`src/rtl/aes_host_pkg.sv`:
```
// Shared types and constants for the serial AES host: FSM state encoding,
// AES width constants and the sizing rule for the framing counter.
package aes_host_pkg;

  typedef enum logic [2:0] {IDLE, LOAD, WAIT, UNLOAD, DONE} host_state_e;

  localparam int AES_BLOCK_W  = 128;
  localparam int AES_KEY128_W = 128;
  localparam int AES_KEY192_W = 192;
  localparam int AES_KEY256_W = 256;

  // Counter spans the lead-in cycle plus every stream bit without wrapping.
  function automatic int cnt_width(input int stream_bits);
    return $clog2(stream_bits + 2);
  endfunction

endpackage

```
`src/rtl/aes_host_shifter.sv`:
```
// Serial datapath of the AES host: parallel-load PISO feeding miso (launched on
// the falling edge) and a SIPO collecting mosi LSB first into the result block.
module aes_host_shifter
#(
  parameter int BLOCK_W = 128,
  parameter int KEY_W   = 128
) (
  input  logic               clk,
  input  logic               rst,
  input  logic               load_i,
  input  logic [BLOCK_W-1:0] data_i,
  input  logic [KEY_W-1:0]   key_i,
  input  logic               piso_en_i,
  input  logic               sipo_en_i,
  input  logic               mosi_i,
  output logic               miso_o,
  output logic [BLOCK_W-1:0] par_o
);

  localparam int STREAM_W = BLOCK_W + KEY_W;

  logic [STREAM_W-1:0] piso_q;
  logic [BLOCK_W-1:0]  sipo_q;
  logic                miso_q;

  // Data first, key after; bit 0 sits at the shift-out end.
  always_ff @(posedge clk) begin
    if (load_i) begin
      piso_q <= {key_i, data_i};
    end else if (piso_en_i) begin
      piso_q <= {1'b0, piso_q[STREAM_W-1:1]};
    end
  end

  // Launch on the falling edge so the core sees a full half-cycle of setup.
  always_ff @(negedge clk or posedge rst) begin
    if (rst) begin
      miso_q <= 1'b0;
    end else begin
      miso_q <= piso_en_i & piso_q[0];
    end
  end

  always_ff @(posedge clk or posedge rst) begin
    if (rst) begin
      sipo_q <= '0;
    end else if (sipo_en_i) begin
      sipo_q <= {mosi_i, sipo_q[BLOCK_W-1:1]};
    end
  end

  assign miso_o = miso_q;
  assign par_o  = sipo_q;

endmodule

```
`src/rtl/aes_serial_host.sv`:
```
// Host side of the serial AES core protocol: handshake in, shift block+key out,
// wait for finished, shift result in, handshake out. Optional AES_HOST_TIMEOUT_EN.
module aes_serial_host
  import aes_host_pkg::*;
#(
  parameter int BLOCK_W        = AES_BLOCK_W,
  parameter int KEY_W          = AES_KEY128_W,
  parameter int TIMEOUT_CYCLES = 1024
) (
  input  logic               clk,
  input  logic               rst,
  input  logic               in_valid,
  output logic               in_ready,
  input  logic [BLOCK_W-1:0] in_data,
  input  logic [KEY_W-1:0]   in_key,
  output logic               out_valid,
  input  logic               out_ready,
  output logic [BLOCK_W-1:0] out_data,
  output logic               busy,
  output logic               err,
  output logic               cs,
  output logic               miso,
  input  logic               mosi,
  input  logic               finished
);

  localparam int STREAM_W = BLOCK_W + KEY_W;
  localparam int CNT_W    = cnt_width(STREAM_W);

  localparam logic [2:0] ST_IDLE   = IDLE;
  localparam logic [2:0] ST_LOAD   = LOAD;
  localparam logic [2:0] ST_WAIT   = WAIT;
  localparam logic [2:0] ST_UNLOAD = UNLOAD;
  localparam logic [2:0] ST_DONE   = DONE;

  localparam logic [CNT_W-1:0] LOAD_LAST   = CNT_W'(STREAM_W);
  localparam logic [CNT_W-1:0] UNLOAD_LAST = CNT_W'(BLOCK_W);

  logic [2:0]       state_q, state_d;
  logic [CNT_W-1:0] cnt_q, cnt_d;
  logic             cs_q, cs_d;
  logic             accept, timeout;

  assign accept = (state_q == ST_IDLE) && in_valid;

  always_comb begin
    state_d = state_q;
    cnt_d   = cnt_q;
    case (state_q)
      ST_IDLE: begin
        if (in_valid) begin
          state_d = ST_LOAD;
          cnt_d   = '0;
        end
      end
      ST_LOAD: begin
        if (cnt_q == LOAD_LAST) state_d = ST_WAIT;
        else                    cnt_d   = cnt_q + 1'b1;
      end
      ST_WAIT: begin
        if (finished) begin
          state_d = ST_UNLOAD;
          cnt_d   = '0;
        end else if (timeout) begin
          state_d = ST_IDLE;
        end
      end
      ST_UNLOAD: begin
        if (cnt_q == UNLOAD_LAST) state_d = ST_DONE;
        else                      cnt_d   = cnt_q + 1'b1;
      end
      ST_DONE: begin
        if (out_ready) state_d = ST_IDLE;
      end
      default: state_d = ST_IDLE;
    endcase
  end

  // cs is registered from the next state so it never glitches on decode.
  assign cs_d = (state_d == ST_LOAD) || (state_d == ST_UNLOAD);

  always_ff @(posedge clk or posedge rst) begin
    if (rst) begin
      state_q <= ST_IDLE;
      cnt_q   <= '0;
      cs_q    <= 1'b0;
    end else begin
      state_q <= state_d;
      cnt_q   <= cnt_d;
      cs_q    <= cs_d;
    end
  end

`ifdef AES_HOST_TIMEOUT_EN
  localparam int WT_W = $clog2(TIMEOUT_CYCLES + 1);

  logic [WT_W-1:0] wcnt_q;
  logic            err_q;

  assign timeout = (state_q == ST_WAIT) && !finished &&
                   (wcnt_q == WT_W'(TIMEOUT_CYCLES - 1));

  always_ff @(posedge clk or posedge rst) begin
    if (rst) begin
      wcnt_q <= '0;
      err_q  <= 1'b0;
    end else begin
      wcnt_q <= (state_q == ST_WAIT) ? wcnt_q + 1'b1 : '0;
      if (timeout) err_q <= 1'b1;
    end
  end

  assign err = err_q;
`else
  // Without the watchdog WAIT never expires; the parameter stays for interface parity.
  assign timeout = (TIMEOUT_CYCLES < 0);
  assign err     = 1'b0;
`endif

  aes_host_shifter #(
    .BLOCK_W (BLOCK_W),
    .KEY_W   (KEY_W)
  ) u_shifter (
    .clk       (clk),
    .rst       (rst),
    .load_i    (accept),
    .data_i    (in_data),
    .key_i     (in_key),
    .piso_en_i ((state_q == ST_LOAD) && (cnt_q != '0)),
    .sipo_en_i ((state_q == ST_UNLOAD) && (cnt_q != '0)),
    .mosi_i    (mosi),
    .miso_o    (miso),
    .par_o     (out_data)
  );

  assign in_ready  = (state_q == ST_IDLE);
  assign out_valid = (state_q == ST_DONE);
  assign busy      = (state_q != ST_IDLE);
  assign cs        = cs_q;

endmodule

```
`config.mk`:
```
export PLATFORM = sky130hd
export DESIGN_NAME = aes_serial_host
export DESIGN_NICKNAME = d
export VERILOG_FILES = /design/src/rtl/aes_host_pkg.sv /design/src/rtl/aes_host_shifter.sv /design/src/rtl/aes_serial_host.sv
export SDC_FILE = /design/constraint.sdc
export NUM_CORES = 1
export LEC_CHECK = 0
export CORE_MARGIN = 5
export CORE_UTILIZATION = 54
export DETAILED_ROUTE_END_ITERATION = 8
export GPL_ROUTABILITY_DRIVEN = 0
export PLACE_DENSITY = 0.85
export SLEW_MARGIN = 15
export SYNTH_ARGS = -nofsm -noshare
export SYNTH_HDL_FRONTEND = slang
export SYNTH_SLANG_ARGS = --single-unit
```
`constraint.sdc`:
```
create_clock -name clk -period 16.3 [get_ports clk]
set_input_delay 3.26 -clock clk [delete_from_list [all_inputs] [get_ports clk]]
set_output_delay 3.26 -clock clk [all_outputs]
set_load 0.005 [all_outputs]
```
==> impl_metrics.yaml, run 1 <==
routing:
  wl_met2_mm: 18.3
  drc: 0
  avgViaCountPerCell: 5.40
  first_pass_iters: 4
  wl_met1_mm: 15.2
  drt-total-wl_mm: 38.6
  top_layer: "met5"
  wl_per_cell_um: 22.3
  wl_met3_mm: 4.38
  vias: 9334
  ant_nets: 0
  drtIter0Drc: 621
grt:
  overflow: 0
  antenna_found_initial: 9
  grt_pass1_wl_mm: 59.5
  grt_max_degree: 173
  grt_usage_pct: 21.6
  first_global_vias: 10000
power:
  power.switching_mw: 0.944
  p_int_mw: 2.57
  switching_share_pct: 26.9
  vdd_drop_max_mv: 0.163
  power_mw: 3.51
  p_comb_share_pct: 24.5
  power_density_nw_per_um2: 158
  leakage_nw: 8.67
  seqPwrFrac_pct: 51.0
  pwr-share-clk_pct: 24.5
clock_tree:
  post_cts_resized: 0
  cts_made_buffers: 41
  hold_buffers: 0
  cts_sinks: 398
  cts_max_level: 2
  clk_latency_ps: 520
  path_clk_slew_ps: 60
  cts_tree: "done"
  clock-root-buffer: "clkbuf_16"
  post_cts_buffers: 0
  clk_path_buf_depth: 3
floorplanning:
  die-width_um: 187
  design.die.area_um2: 35000
  start_util_pct: 55.0
  core_um2: 30800
  rows: 64
  io_pins: 396
  die_h_um: 187
final_layout:
  drive_gt1_share_pct: 13.9
  synthToLayoutAreaGrowth_pct: 31.6
  finalNetCount: 1562
setup_path:
  ff2ff_setup_slack_ps: 6420
  crit_cells: 1
  r2r_end: "u_shifter.miso_o$_DFF_NP0_"
  max_stage_delay_ps: 510
  critPathCapture: "miso"
  path_max_fanout: 1
  cp.arrival_ps: 9560
  crit_start: "u_shifter.miso_o$_DFF_NP0_"
  end_kind: "output pin"
  start_kind: "flip-flop"
  rr_startpoint: "cnt_q[0]$_DFFE_PP0P_"
  critPathKind: "flip-flop to output pin"
  required_ps: 13040
  slowest_stage: "clkdlybuf4s50_1"
  critPathTopFamily: "buffers and inverters"
  reg2reg_depth: 5
  path_buf_inv: 1
  path_cells: "clkdlybuf4s50_1"
sta:
  worst_slack_ps: 3480
  tightest_slew_ps: 1070
  clock_skew_ps: 11.2
  tns_ps: 0
  timing.hold.ws_ps: 517
  setup_viol: 0
  report.final.slew_viol_count: 0
  finalHoldViolations: 0
  max_slew_margin_pct: 28.4
  rsz0062_at_grt: "no"
place:
  dp_hpwl_mm: 26.2
  io_buffers: 394
  place_ws_ps: 4010
hold_path:
  hp-start: "u_shifter.par_o[27]$_DFFE_PP0P_"
  hold_path_class: "flip-flop to flip-flop"
synthesis:
  async_flop_share_pct: 35.7
  ys.flop_type: "edfxtp_1"
  syn-cell-area_um2: 17000
  ys_ff_latch: 398
  syn_avg_cell_area_um2: 18.8
  synth_edf_count: 256
  yosysWarningCount: 0
  yosysUniqueCellTypes: 46
  ys_seq_area_share_pct: 66.3
  syn_inst: 903
  synth_nets: 1167
status:
  status: "finished clean"
job:
  cap_violations: 0
logic make-up after synthesis:
logic type | count (synthesis) | share of synthesized area (%)
AOI/OAI and AO/OA | 28 | 1.24
and+or+nand+nor | 35 | 1.39
DFF | 398 | 66.3
other | 1 | 0.0221
adders and majority gates | 2 | 0.148
buffers and inverters | 54 | 2.66
muxes | 385 | 28.2
metal layers:
metal	global-route usage (%)	up-vias
li1	-	4243
met2	34.8	381
met4	4.81	8
met5	0	-
met1	26.9	4640
met3	9.93	62
power groups by stage:
stage	clock network, mW	registers, mW	logic, mW
global placement	0	1.78	0.839
global route	0.919	1.83	0.947
CTS	0.881	1.79	0.876
finish	0.860	1.79	0.860
detailed placement	0	1.81	0.864
floorplan	0	1.85	0.645
Yosys cell counts (4+ instances only):
| cell type | count | area, µm² |
|---|---|---|
| o31ai_1 | 5 | 37.5 |
| a21oi_1 | 4 | 20.0 |
| inv_1 | 6 | 22.5 |
| buf_2 | 4 | 20.0 |
| buf_4 | 19 | 143 |
| nand2_1 | 5 | 18.8 |
| and3_1 | 4 | 25.0 |
| dfrtp_1 | 141 | 3530 |
| mux2_1 | 263 | 2960 |
| mux2_4 | 120 | 1800 |
| edfxtp_1 | 256 | 7690 |
| o21ai_1 | 4 | 20.0 |
| buf_6 | 23 | 259 |
| nand3_1 | 4 | 20.0 |
state kept, by name (all words and copies together), names as in the netlist:
name / count
cs: 1
state_q: 3
cnt_q: 9
u_shifter.miso_o: 1
u_shifter.piso_q: 256
u_shifter.par_o: 128
through the flow:
| stage | cells | cell area (µm²) | util (%) |
|---|---|---|---|
| 6_report | 1730 | 22300 | 72.4 |
| 5_1_grt | 1725 | 22300 | 72.3 |
| 4_1_cts | 1723 | 22300 | 72.2 |
| 3_5_place_dp | 1650 | 21000 | 68.3 |
| 3_3_place_gp | 1650 | 21000 | 68.3 |
| 2_1_floorplan | 903 | 17000 | - |
final cells by class:
class	instances	area (µm²)
well taps	396	495
flip-flops and latches	398	11200
clock buffers	62	1170
inverters	6	27.5
diodes	6	15.0
repair buffers	400	4030
multi-input cells	451	5280
fillers	1910	8520
clock inverters	11	50.0
layout by cell type (no fill, tap or decap), types with 3 or more instances in the layout:
| cell type | netlist | final |
|---|---|---|
| dfrtp_1 | 141 | 141 |
| or4_1 | 3 | 3 |
| o31ai_1 | 5 | 5 |
| a21oi_1 | 4 | 3 |
| nor3b_1 | 3 | 3 |
| diode_2 | 0 | 6 |
| edfxtp_1 | 256 | 256 |
| o21ai_1 | 4 | 4 |
| clkinv_1 | 0 | 7 |
| and3_1 | 4 | 4 |
| clkinv_2 | 0 | 3 |
| nand2_1 | 5 | 5 |
| mux2_1 | 263 | 263 |
| clkbuf_16 | 0 | 43 |
| buf_4 | 19 | 3 |
| inv_1 | 6 | 5 |
| clkdlybuf4s50_1 | 0 | 394 |
| mux2_4 | 120 | 120 |
| nand3_1 | 4 | 4 |
| clkbuf_1 | 2 | 17 |
worst min-delay path by stage:
stage                                      end  slack, ps  cells after the start
6_report       u_shifter.par_o[27]$_DFFE_PP0P_        520                      1
5_1_grt        u_shifter.piso_q[115]$_DFFE_PP_        540                      1
4_1_cts        u_shifter.par_o[20]$_DFFE_PP0P_        520                      1
3_5_place_dp   u_shifter.par_o[21]$_DFFE_PP0P_        500                      1
3_3_place_gp   u_shifter.par_o[21]$_DFFE_PP0P_        490                      1
2_1_floorplan    u_shifter.piso_q[0]$_DFFE_PP_        500                      1
Note: power is estimated with default switching activity, not from simulation.
==> inputs of run 2 (changes only) <==
--- a/config.mk
+++ b/config.mk
@@ -6,10 +6,10 @@
 export NUM_CORES = 1
 export LEC_CHECK = 0
 export CORE_MARGIN = 5
-export CORE_UTILIZATION = 54
+export CORE_UTILIZATION = 45
 export DETAILED_ROUTE_END_ITERATION = 8
 export GPL_ROUTABILITY_DRIVEN = 0
-export PLACE_DENSITY = 0.85
+export PLACE_DENSITY = 0.76
 export SLEW_MARGIN = 15
 export SYNTH_ARGS = -nofsm -noshare
 export SYNTH_HDL_FRONTEND = slang
==> constraint.sdc (replaced) <==
create_clock -name clk -period 10.7 [get_ports clk]
set_input_delay 2.14 -clock clk [delete_from_list [all_inputs] [get_ports clk]]
set_output_delay 2.14 -clock clk [all_outputs]
set_load 0.005 [all_outputs]
==> run 2 against run 1 <==
Non-clock buffer count rose by 4. Power rose by 56%. Final cell count rose by 6.9%. Critical path type unchanged. Critical endpoint unchanged. Core utilization fell by 12 points. Via count fell by 0.67%.
==> impl_metrics.yaml, run 2 (synthesis gave the netlist of run 1 again) <==
clock_tree:
  clock-root-buffer: "clkbuf_16"
  cts_max_level: 2
  hold_buffers: 0
  post_cts_resized: 0
  cts_sinks: 398
  post_cts_buffers: 0
  path_clk_slew_ps: 60
  clk_path_buf_depth: 3
  cts_tree: "done"
  cts_made_buffers: 42
  clk_latency_ps: 550
routing:
  wl_per_cell_um: 21.0
  ant_nets: 0
  drc: 0
  first_pass_iters: 5
  drt-total-wl_mm: 38.9
  drtIter0Drc: 610
  avgViaCountPerCell: 5.01
  vias: 9271
setup_path:
  path_buf_inv: 1
  max_stage_delay_ps: 530
  critPathTopFamily: "buffers and inverters"
  critPathKind: "flip-flop to output pin"
  rr_startpoint: "cnt_q[0]$_DFFE_PP0P_"
  path_cells: "clkdlybuf4s50_1"
  start_kind: "flip-flop"
  reg2reg_depth: 5
  crit_start: "u_shifter.miso_o$_DFF_NP0_"
  required_ps: 8560
  slowest_stage: "clkdlybuf4s50_1"
  cp.arrival_ps: 6810
  path_max_fanout: 1
  end_kind: "output pin"
  ff2ff_setup_slack_ps: 3650
  r2r_end: "u_shifter.miso_o$_DFF_NP0_"
grt:
  grt_max_degree: 84
  grt_pass1_wl_mm: 58.8
  grt_use_met2_pct: 28.1
  grt_usage_pct: 18.1
  first_global_vias: 10000
  grt.met3_usage_pct: 9.62
  overflow: 0
  use_met1_pct: 22.9
  grt_busiest_layer: "met2"
  antenna_found_initial: 13
floorplanning:
  start_util_pct: 45.3
  die-width_um: 204
  design.die.area_um2: 41600
  core_um2: 37400
  io_pins: 396
  die_h_um: 204
  rows: 71
sta:
  report.final.slew_viol_count: 0
  tightest_slew_ps: 1060
  finalHoldViolations: 0
  setup_viol: 0
  max_slew_margin_pct: 29.0
  tns_ps: 0
  rsz0062_at_grt: "no"
  clock_skew_ps: 16.6
hold_path:
  hold_path_class: "flip-flop to flip-flop"
  holdPathEnd: "u_shifter.par_o[0]$_DFFE_PP0P_"
  hp-start: "u_shifter.par_o[0]$_DFFE_PP0P_"
  min_path_cells: 1
power:
  leakage_nw: 8.75
  power_density_nw_per_um2: 243
  vdd_drop_max_mv: 0.159
place:
  io_buffers: 394
  dp_hpwl_mm: 27.1
  dpl_cell_area_um2: 21200
final_layout:
  multi_input_area_um2: 5280
  layout_common_cells: "clkdlybuf4s50_1 (394), mux2_1 (263), edfxtp_1 (256)"
  finalNetCount: 1567
  drive_gt1_share_pct: 14.9
  largest_reg_flops: 256
  nFillCells: 2829
  final_common_cell: "clkdlybuf4s50_1"
  synthToLayoutAreaGrowth_pct: 33.2
  regMostFlops: "u_shifter.piso_q"
  finalInstanceArea_um2: 22600
  ff_latch_area_um2: 11200
job:
  cap_violations: 0
status:
  status: "finished clean"
[run 2: worst register-to-register path: stages, from the launching register on]
cell     delay (ps)
dfrtp_1         430
inv_1           110
ha_1            180
nor4b_2         460
nand2_1         170
and3_1          200
[run 2: area by class of cell]
type / count / share of cell area, %
diodes: 3 / 0.0333
clock buffers: 54 / 5.13
clock inverters: 22 / 0.903
inverters: 6 / 0.116
multi-input cells: 451 / 23.4
flip-flops and latches: 398 / 49.8
well taps: 511 / 2.83
repair buffers: 404 / 17.8
[run 2: how the worst max path moves through the flow]
stage                                 end  slack (ps)  cells after the start
3_5_place_dp                         miso        2300                      1
3_3_place_gp                         miso        2300                      1
2_1_floorplan  u_shifter.miso_o$_DFF_NP0_        1540                      1
4_1_cts                              miso        1700                      1
5_1_grt                              miso        1700                      1
6_report                             miso        1750                      1
[run 2: power breakdown]
group          total, mW  switching (mW)  internal (mW)
clock network       1.45           0.589          0.860
registers           2.72           0.173           2.55
logic               1.31           0.698          0.608
[run 2: stage by stage]
| step | hold slack [ps] | total power [mW] | util, % | std cells | worst slack [ps] |
|---|---|---|---|---|---|
| after floorplan | 501 | 3.79 | - | 903 | 1540 |
| after detailed placement | 501 | 4.08 | 56.7 | 1770 | 2300 |
| after CTS | 519 | 5.55 | 60.3 | 1846 | 1700 |
| final | 517 | 5.48 | 60.4 | 1849 | 1750 |
| after global routing | 538 | 5.76 | 60.4 | 1848 | 1700 |
| after global placement | 491 | 4.01 | 56.7 | 1770 | 2300 |
[run 2: routing by layer]
metal | wire [µm] | share of wire [%]
met1 | 16100 | 42
met5 | 128 | 0.33
met3 | 4470 | 11
met4 | 610 | 1.6
met2 | 17500 | 45
==> inputs of run 3 (changes only) <==
--- a/config.mk
+++ b/config.mk
@@ -6,10 +6,10 @@
 export NUM_CORES = 1
 export LEC_CHECK = 0
 export CORE_MARGIN = 5
-export CORE_UTILIZATION = 45
+export CORE_UTILIZATION = 50
 export DETAILED_ROUTE_END_ITERATION = 8
 export GPL_ROUTABILITY_DRIVEN = 0
-export PLACE_DENSITY = 0.76
+export PLACE_DENSITY = 0.8
 export SLEW_MARGIN = 15
 export SYNTH_ARGS = -nofsm -noshare
 export SYNTH_HDL_FRONTEND = slang
==> constraint.sdc (replaced) <==
create_clock -name clk -period 8.9 [get_ports clk]
set_input_delay 1.78 -clock clk [delete_from_list [all_inputs] [get_ports clk]]
set_output_delay 1.78 -clock clk [all_outputs]
set_load 0.005 [all_outputs]
==> run 3 against run 2 <==
Flip-flop and latch count unchanged. Power up 20%. Critical endpoint unchanged. Wire length down 0.23%.
==> impl_metrics.yaml, run 3 (synthesis gave the netlist of run 1 again) <==
final_layout:
  finalNetCount: 1565
  largest_reg_flops: 256
  finish.utilization_pct: 67.1
  layout_common_cells: "clkdlybuf4s50_1 (394), mux2_1 (263), edfxtp_1 (256)"
  final_common_cell: "clkdlybuf4s50_1"
  finalInstanceArea_um2: 22500
  synthToLayoutAreaGrowth_pct: 32.7
  drive_gt1_share_pct: 14.5
  regMostFlops: "u_shifter.piso_q"
floorplanning:
  io_pins: 396
  rows: 67
  core_um2: 33500
  start_util_pct: 50.5
  die-width_um: 194
  design.die.area_um2: 37700
  die_h_um: 194
job:
  cap_violations: 0
setup_path:
  end_kind: "output pin"
  path_max_fanout: 1
  slowest_stage: "clkdlybuf4s50_1"
  cp.arrival_ps: 5890
  required_ps: 7120
  path_buf_inv: 1
  start_kind: "flip-flop"
  path_cells: "clkdlybuf4s50_1"
  critPathKind: "flip-flop to output pin"
  max_stage_delay_ps: 520
  critPathTopFamily: "buffers and inverters"
power:
  vdd_drop_max_mv: 0.390
  power.switching_mw: 1.75
  power_density_nw_per_um2: 291
  p_int_mw: 4.80
  p_comb_share_pct: 24.0
  leakage_nw: 8.73
  pwr-share-clk_pct: 25.9
  seqPwrFrac_pct: 50.1
  switching_share_pct: 26.7
sta:
  timing.hold.ws_ps: 519
  tns_ps: 0
  report.final.slew_viol_count: 0
  finalHoldViolations: 0
  max_slew_margin_pct: 29.1
  rsz0062_at_grt: "no"
  clock_skew_ps: 11.0
  tightest_slew_ps: 1060
  setup_viol: 0
routing:
  ant_nets: 0
  wl_per_cell_um: 21.6
  vias: 9394
  drt-total-wl_mm: 38.8
  first_pass_iters: 4
  drtIter0Drc: 584
  drc: 0
  avgViaCountPerCell: 5.25
grt:
  first_global_vias: 10000
  use_met1_pct: 26.1
  grt_max_degree: 173
  grt_usage_pct: 20.1
  antenna_found_initial: 8
  grt_busiest_layer: "met2"
  grt_use_met2_pct: 31.4
  grt.met3_usage_pct: 8.55
  grt_pass1_wl_mm: 59.9
  overflow: 0
clock_tree:
  post_cts_buffers: 0
  hold_buffers: 0
  path_clk_slew_ps: 60
  post_cts_resized: 0
  cts_max_level: 2
  clock-root-buffer: "clkbuf_16"
  clk_latency_ps: 520
  cts_made_buffers: 43
  clk_path_buf_depth: 3
  cts_tree: "done"
  cts_sinks: 398
status:
  status: "finished clean"
place:
  io_buffers: 394
  dpl_cell_area_um2: 21100
  dp_hpwl_mm: 26.4
hold_path:
  hold_path_class: "flip-flop to flip-flop"
==> run 3: cell count changes in the layout (fill, tap and decap cells not counted), sizes merged <==
cell / previous run / this run
clkinv: 17 / 18
bufinv: 4 / 2
buf: 10 / 7
clkbuf: 54 / 57
diode: 3 / 9
==> run 3: through the flow <==
step | cells | setup WS (ps) | power [mW]
floorplan | 903 | 817 | 4.56
global placement | 1704 | 1770 | 4.82
detailed placement | 1704 | 1770 | 4.89
CTS | 1782 | 1200 | 6.62
global route | 1788 | 1200 | 6.89
finish | 1791 | 1230 | 6.55
==> run 3: power by group through the flow <==
stage | registers [mW] | logic, mW | clock network, mW
floorplan | 3.38 | 1.18 | 0
global placement | 3.29 | 1.53 | 0
detailed placement | 3.31 | 1.58 | 0
CTS | 3.29 | 1.60 | 1.74
global route | 3.35 | 1.72 | 1.82
finish | 3.29 | 1.57 | 1.70
==> run 3: worst paths after layout <==
path,start,to,slack (ps),depth (start not counted)
min in group asynchronous,rst,cnt_q[2]$_DFFE_PP0P_,2020,3
max in group asynchronous,rst,u_shifter.miso_o$_DFF_NP0_,2880,2
min,u_shifter.par_o[25]$_DFFE_PP0P_,u_shifter.par_o[25]$_DFFE_PP0P_,520,1
max,u_shifter.miso_o$_DFF_NP0_,miso,1230,1
min reg2reg,u_shifter.par_o[25]$_DFFE_PP0P_,u_shifter.par_o[25]$_DFFE_PP0P_,520,1
max reg2reg,cnt_q[0]$_DFFE_PP0P_,u_shifter.miso_o$_DFF_NP0_,2780,5
==> run 3: metal layers <==
metal / vias to the layer above / share of wire, %
met1: 4726 / 41
met5: - / 0.075
met2: 359 / 47
li1: 4243 / -
met4: 4 / 1.7
met3: 62 / 10
==> run 3: layout make-up <==
type / instances / area, µm²
Multi-Input combinational cell: 451 / 5280
Sequential cell: 398 / 11200
Clock inverter: 21 / 144
Inverter: 6 / 26.3
Antenna cell: 9 / 22.5
Clock buffer: 57 / 1190
Fill cell: 2253 / 11000
Tap cell: 448 / 561
Timing Repair Buffer: 401 / 4020
